## src/rtl/centroid_tracker.sv

```systemverilog
// centroid_tracker: accumulates object-pixel coordinates per frame and
// publishes floor(sum/count) centroids via two serial restoring dividers.
// Ports: clk/rst (sync, active-high); de/v_sync/h_sync/pixel in -> out with
// 1-cycle delay; centroid_x/centroid_y/obj_count/obj_empty hold the last
// completed frame's result, centroid_valid pulses for one cycle on update.
// Optional: define CENTROID_CROSSHAIR_EN to paint a red crosshair at the last
// non-empty centroid on pixel_out.
module centroid_tracker #(
  parameter int CNT_W = 11,
  parameter int PIX_W = 21,
  parameter int SUM_W = 32
) (
  input  logic             clk,
  input  logic             rst,
  input  logic             de_in,
  input  logic             v_sync_in,
  input  logic             h_sync_in,
  input  logic [23:0]      pixel_in,
  output logic             de_out,
  output logic             v_sync_out,
  output logic             h_sync_out,
  output logic [23:0]      pixel_out,
  output logic [CNT_W-1:0] centroid_x,
  output logic [CNT_W-1:0] centroid_y,
  output logic [PIX_W-1:0] obj_count,
  output logic             centroid_valid,
  output logic             obj_empty
);

  localparam int DC_W = $clog2(SUM_W + 1);

  typedef enum logic [1:0] {ACC, DIV, DONE} state_t;
  state_t state;

  logic [CNT_W-1:0] x_cnt, y_cnt;
  logic [SUM_W-1:0] sum_x, sum_y;
  logic [PIX_W-1:0] count;

  logic [SUM_W-1:0] quo_x, quo_y;
  logic [PIX_W-1:0] rem_x, rem_y;
  logic [PIX_W-1:0] divisor;
  logic [DC_W-1:0]  div_cnt;

  logic obj, de_fall, frame_end, div_last;
  assign obj       = de_in & pixel_in[7] & pixel_in[15] & pixel_in[23];
  assign de_fall   = de_out & ~de_in;        // de_out is de_in registered
  assign frame_end = v_sync_in & ~v_sync_out;
  assign div_last  = (state == DIV) && !frame_end && (div_cnt == DC_W'(SUM_W - 1));

  // Saturating accumulators: the extra top bit is the overflow flag.
  logic [SUM_W:0]   sx_add, sy_add;
  logic [SUM_W-1:0] sx_nxt, sy_nxt;
  assign sx_add = {1'b0, sum_x} + {{(SUM_W + 1 - CNT_W){1'b0}}, x_cnt};
  assign sy_add = {1'b0, sum_y} + {{(SUM_W + 1 - CNT_W){1'b0}}, y_cnt};
  assign sx_nxt = sx_add[SUM_W] ? '1 : sx_add[SUM_W-1:0];
  assign sy_nxt = sy_add[SUM_W] ? '1 : sy_add[SUM_W-1:0];

  // One restoring step per cycle. The remainder stays below the divisor, so
  // the low PIX_W bits of the difference are exact whenever it is kept.
  logic [PIX_W:0]   rx_sh, ry_sh;
  logic [PIX_W-1:0] rx_sub, ry_sub, rx_nxt, ry_nxt;
  logic             qx_bit, qy_bit;
  logic [SUM_W-1:0] qx_nxt, qy_nxt;
  assign rx_sh  = {rem_x, quo_x[SUM_W-1]};
  assign ry_sh  = {rem_y, quo_y[SUM_W-1]};
  assign qx_bit = (rx_sh >= {1'b0, divisor});
  assign qy_bit = (ry_sh >= {1'b0, divisor});
  assign rx_sub = rx_sh[PIX_W-1:0] - divisor;
  assign ry_sub = ry_sh[PIX_W-1:0] - divisor;
  assign rx_nxt = qx_bit ? rx_sub : rx_sh[PIX_W-1:0];
  assign ry_nxt = qy_bit ? ry_sub : ry_sh[PIX_W-1:0];
  assign qx_nxt = {quo_x[SUM_W-2:0], qx_bit};
  assign qy_nxt = {quo_y[SUM_W-2:0], qy_bit};

  always_ff @(posedge clk) begin
    if (rst) begin
      de_out         <= 1'b0;
      v_sync_out     <= 1'b0;
      h_sync_out     <= 1'b0;
      x_cnt          <= '0;
      y_cnt          <= '0;
      sum_x          <= '0;
      sum_y          <= '0;
      count          <= '0;
      quo_x          <= '0;
      quo_y          <= '0;
      rem_x          <= '0;
      rem_y          <= '0;
      divisor        <= '0;
      div_cnt        <= '0;
      centroid_x     <= '0;
      centroid_y     <= '0;
      obj_count      <= '0;
      obj_empty      <= 1'b0;
      centroid_valid <= 1'b0;
      state          <= ACC;
    end else begin
      de_out     <= de_in;
      v_sync_out <= v_sync_in;
      h_sync_out <= h_sync_in;

      if (de_in)        x_cnt <= x_cnt + CNT_W'(1);
      else if (de_fall) x_cnt <= '0;

      if (frame_end)    y_cnt <= '0;
      else if (de_fall) y_cnt <= y_cnt + CNT_W'(1);

      // Frame end wins over a coincident object pixel (it belongs to no frame).
      if (frame_end) begin
        sum_x <= '0;
        sum_y <= '0;
        count <= '0;
      end else if (obj) begin
        sum_x <= sx_nxt;
        sum_y <= sy_nxt;
        if (!(&count)) count <= count + PIX_W'(1);
      end

      centroid_valid <= 1'b0;

      // Results are registered on the transition into DONE so the pulse and
      // the new values are visible together during the DONE cycle.
      if (frame_end) begin
        quo_x   <= sum_x;
        quo_y   <= sum_y;
        rem_x   <= '0;
        rem_y   <= '0;
        divisor <= count;
        div_cnt <= '0;
        if (count == '0) begin
          centroid_x     <= '0;
          centroid_y     <= '0;
          obj_count      <= '0;
          obj_empty      <= 1'b1;
          centroid_valid <= 1'b1;
          state          <= DONE;
        end else begin
          state <= DIV;
        end
      end else begin
        case (state)
          DIV: begin
            quo_x   <= qx_nxt;
            quo_y   <= qy_nxt;
            rem_x   <= rx_nxt;
            rem_y   <= ry_nxt;
            div_cnt <= div_cnt + 1'b1;
            if (div_last) begin
              centroid_x     <= qx_nxt[CNT_W-1:0];
              centroid_y     <= qy_nxt[CNT_W-1:0];
              obj_count      <= divisor;
              obj_empty      <= 1'b0;
              centroid_valid <= 1'b1;
              state          <= DONE;
            end
          end
          DONE:    state <= ACC;
          default: state <= ACC;
        endcase
      end
    end
  end

`ifdef CENTROID_CROSSHAIR_EN
  logic have_cent;
  always_ff @(posedge clk) begin
    if (rst) begin
      have_cent <= 1'b0;
      pixel_out <= '0;
    end else begin
      if (div_last) have_cent <= 1'b1;
      // x_cnt/y_cnt are the coordinates of the pixel being registered now.
      if (have_cent && de_in && (x_cnt == centroid_x || y_cnt == centroid_y))
        pixel_out <= 24'h0000FF;
      else
        pixel_out <= pixel_in;
    end
  end
`else
  always_ff @(posedge clk) begin
    if (rst) pixel_out <= '0;
    else     pixel_out <= pixel_in;
  end
`endif

endmodule

```

## config.mk

```make
export PLATFORM = sky130hd
export DESIGN_NAME = centroid_tracker
export DESIGN_NICKNAME = d
export VERILOG_FILES = /design/src/rtl/centroid_tracker.sv
export SDC_FILE = /design/constraint.sdc
export NUM_CORES = 1
export LEC_CHECK = 0
export ABC_CLOCK_PERIOD_IN_PS = 2900
export BUFFER_PORTS_ARGS = -buffer_cell sky130_fd_sc_hd__buf_2
export CELL_PAD_IN_SITES_DETAIL_PLACEMENT = 1
export CELL_PAD_IN_SITES_GLOBAL_PLACEMENT = 1
export CORE_MARGIN = 4
export CORE_UTILIZATION = 42
export DETAILED_ROUTE_END_ITERATION = 8
export PLACE_DENSITY_LB_ADDON = 0.1
export RECOVER_POWER = 50
export SYNTH_ARGS = -nofsm -noshare
export SYNTH_HDL_FRONTEND = slang
export SYNTH_SLANG_ARGS = --single-unit
export TNS_END_PERCENT = 100
```

## constraint.sdc

```tcl
create_clock -name clk -period 2.9 [get_ports clk]
set_input_delay 0.435 -clock clk [delete_from_list [all_inputs] [get_ports clk]]
set_output_delay 0.435 -clock clk [all_outputs]
set_load 0.05 [all_outputs]
```

==> impl_metrics.csv <==
group,metric,value,unit
status,status,"completed",
sta,hold_viol,0,
sta,setup_viol,0,
logic_synthesis,synthMuxAreaShare,0.0207,
clocking,cts_tree,"done",
logic_synthesis,async_flop_share,0,
floorplan,dieHeight,201,µm
sta,slew_viol_final,0,
global_route,grt_overflow,0,
logic_synthesis,synth_top_family_by_area,"simple AND/OR/NAND/NOR gates",
floorplan,rows,70,
placed_design,dpl.hpwl,32100,µm
sta,finalCritPeriodShare,0.995,
floorplan,die_area,40200,µm²
cells_and_area,syn_to_final_growth,17.4,%
logic_synthesis,yosys_warnings,0,
logic_synthesis,synth-xor-area-share,0.0562,
clocking,clock_sinks,314,
logic_synthesis,avgSynthCellArea,8.22,µm²
routing,drtPass1Iterations,4,
setup_path,cp-start-kind,"register",
clocking,insertion_delay,0.55,ns
global_route,grt_pass1_wl,74900,µm
logic_synthesis,synthAdderAreaFrac,0.0606,
clocking,clk_pin_slew,0.06,ns
floorplan,start_util,0.425,
cells_and_area,nNetsFinal,2098,
logic_synthesis,synth-simple-area-share,0.223,
floorplan,core,36600,µm²
min_path,hold_depth,2,
min_path,min_from,"pixel_in[5]",
clocking,numCtsBuffers,38,
logic_synthesis,synth_compound_area_frac,0.194,
global_route,grt_max_degree,87,
setup_path,worst-endpoint-arrival,3.30,ns
routing,ant_nets,0,
setup_path,r2r_end,"rem_x[15]",
logic_synthesis,synth_nets,1996,
setup_path,critPathKind,"reg2reg",
sta,skew,0.0168,ns
setup_path,rr_startpoint,"divisor[0]",
cells_and_area,antenna_cells,0,
placed_design,port_buffers,100,
cells_and_area,utilization,0.500,
sta,rsz0062_at_grt,"true",
logic_synthesis,synth-main-ff-cell,"dfxtp_1",
logic_synthesis,netlist_area,15600,µm²
pwr,p_per_area,599,nW/µm²
placed_design,gp_congestion,0.818,
routing,drc,0,
logic_synthesis,ys_seq_area_frac,0.404,
setup_path,worst_ep_required_time,3.31,ns
sta,min_period,2.88,ns
run,drv_cap,0,
logic_synthesis,synth.ff_latch_count,314,
min_path,hold_end,"pixel_out[5]",
pwr,ir_drop,0.345,mV
routing,drt-wirelength-per-cell,18.6,µm
setup_path,r2r_cells,14,
routing,num_vias,14000,
cells_and_area,design_area,18300,µm²
sta,max_freq,347,MHz
floorplan,die_x,201,µm
sta,worst_pin_slew,1.46,ns
logic_synthesis,syn_inst,1894,
routing,wirelength,46400,µm
pwr,leakage,0.00701,µW
floorplan,ioPinCount,101,
sta,maxSlewHeadroom,0.0251,
logic_synthesis,yosysUniqueCellTypes,74,
clocking,clockBufferDepth,3,
setup_path,cp-end-kind,"register",
routing,drt_iter0_drc,653,
clocking,htreeDepth,2,
clocking,root_buffer,"clkbuf_16",
min_path,hp-class,"in2reg",
global_route,grtUsageTotal,0.221,
routing,avgViaCountPerCell,5.65,
global_route,grt_pass1_vias,14300,
setup_path,reg2reg_slack,0.02,ns
cells_and_area,drive_gt1_frac,0.118,
global_route,antenna_found_initial,0,
setup_path,critPathMaxFanout,6,
logic_synthesis,synth_edf_count,0,
placed_design,placed_cell_area,16800,µm²
-- state kept, by name (all words and copies together), names as in the netlist, 21 cells and up --
signal,count
rem_y,21
quo_y,32
count,21
rem_x,21
quo_x,32
sum_x,32
sum_y,32
divisor,21
obj_count,21
pixel_out,24
-- worst max path at each step --
stage / startpoint / to / cells after the start
floorplan: y_cnt[0] / sum_y[10] / 11
global placement: quo_y[31] / rem_y[19] / 13
detailed placement: quo_y[31] / rem_y[10] / 14
CTS: y_cnt[0] / sum_y[18] / 10
global route: divisor[0] / rem_x[20] / 14
finish: divisor[0] / rem_x[15] / 14
-- cells in the mapped netlist (6+ instances only) --
| library cell | count | area share |
|---|---|---|
| a211oi_1 | 19 | 0.0092 |
| a21o_1 | 24 | 0.012 |
| a21oi_1 | 185 | 0.059 |
| a311oi_1 | 71 | 0.040 |
| a31oi_1 | 19 | 0.0076 |
| and2_1 | 8 | 0.0032 |
| and3_1 | 25 | 0.010 |
| and4_1 | 9 | 0.0051 |
| buf_1 | 12 | 0.0029 |
| clkbuf_1 | 93 | 0.022 |
| dfxtp_1 | 314 | 0.40 |
| ha_1 | 69 | 0.055 |
| inv_1 | 50 | 0.012 |
| mux2i_1 | 30 | 0.019 |
| nand2_1 | 284 | 0.068 |
| nand2b_1 | 11 | 0.0044 |
| nand3_1 | 100 | 0.032 |
| nand4_1 | 22 | 0.0088 |
| nor2_1 | 194 | 0.047 |
| nor2b_1 | 37 | 0.015 |
| nor3_1 | 19 | 0.0061 |
| nor4_1 | 6 | 0.0024 |
| o211a_1 | 6 | 0.0039 |
| o21a_1 | 10 | 0.0048 |
| o21ai_0 | 65 | 0.021 |
| o221a_2 | 11 | 0.0080 |
| or3_1 | 11 | 0.0044 |
| xnor2_1 | 49 | 0.028 |
| xor2_1 | 51 | 0.029 |
-- critical path, stage by stage, from the launching register on --
cell	delay, ns
dfxtp_2	0.35
buf_6	0.11
ha_4	0.13
inv_2	0.04
fa_2	0.38
nand2_2	0.10
a21o_1	0.19
a21oi_2	0.08
o41a_1	0.46
nor3_4	0.26
nor2_4	0.11
buf_6	0.18
buf_4	0.13
mux2i_1	0.15
a21oi_1	0.09
-- through the flow --
stage / setup TNS, ns / hold slack, ns / total power, µW / std cells / setup slack (ns)
3_3_place_gp: 0 / 0.443 / 6050 / 2413 / 0.0462
5_1_grt: -0.858 / 0.0724 / 11400 / 2488 / -0.0943
3_5_place_dp: -0.0773 / 0.447 / 6080 / 2413 / -0.0621
6_report: 0 / 0.0903 / 11000 / 2488 / 0.0156
4_1_cts: 0 / 0.0583 / 10900 / 2477 / 0.00678
2_1_floorplan: 0 / 0.445 / 5660 / 1894 / 0.104
-- kinds of logic (layout without fill, tap and decap cells) --
family                   Yosys count  count (layout)
flip-flops                       314             314
XOR/XNOR                         100             100
multiplexers                      32              32
AND/OR/NAND/NOR                  754             754
AO/OA/AOI/OAI                    457             457
adder cells (fa/ha/maj)           73              73
buffers and inverters            164             290
-- per-layer routing --
layer  GRT usage  vias up  wire length, µm
met5           0        -                0
met4      0.0568        0              727
met2       0.365      200            21700
met3      0.0344       45             1690
met1       0.304     6910            22200
li1            -     6893                -
-- layout by cell type, fill, tap and decap left out, drive strengths merged, types with 10 or more instances in the layout --
| cell | Yosys | routed |
|---|---|---|
| nand2 | 284 | 284 |
| a211oi | 20 | 20 |
| nor3 | 21 | 21 |
| buf | 21 | 101 |
| xnor2 | 49 | 49 |
| xor2 | 51 | 51 |
| or3 | 11 | 11 |
| nand3 | 100 | 100 |
| and3 | 25 | 25 |
| a31oi | 21 | 21 |
| mux2i | 30 | 30 |
| dfxtp | 314 | 314 |
| a311oi | 71 | 71 |
| a21oi | 187 | 187 |
| o21ai | 70 | 70 |
| clkbuf | 93 | 131 |
| nor2b | 37 | 37 |
| nor2 | 195 | 195 |
| nand2b | 11 | 11 |
| inv | 50 | 52 |
| a21o | 24 | 24 |
| o21a | 10 | 10 |
| ha | 69 | 69 |
| o221a | 11 | 11 |
| nand4 | 24 | 24 |
-- where the power goes --
group	leakage, µW	switching, µW	internal, µW
registers	0.00255	80.9	4430
logic	0.00386	971	713
clock network	0.000599	1890	2870
-- cell type report --
cell class                      count  area, µm²
Inverter                           50        188
Clock buffer                       56       1090
Tap cell                          468        586
Multi-Input combinational cell   1416       8870
Fill cell                        4407      18300
Clock inverter                      8        138
Timing Repair Buffer              176       1130
Sequential cell                   314       6290
-- timing repair --
action,4_1_cts,5_1_grt
resized for setup,3,50
buffers inserted,0,9
setup endpoints to repair,24,86
gates cloned,0,2
pin swaps,1,26
hold buffers,0,0
Note: power is estimated with default switching activity, not from simulation.
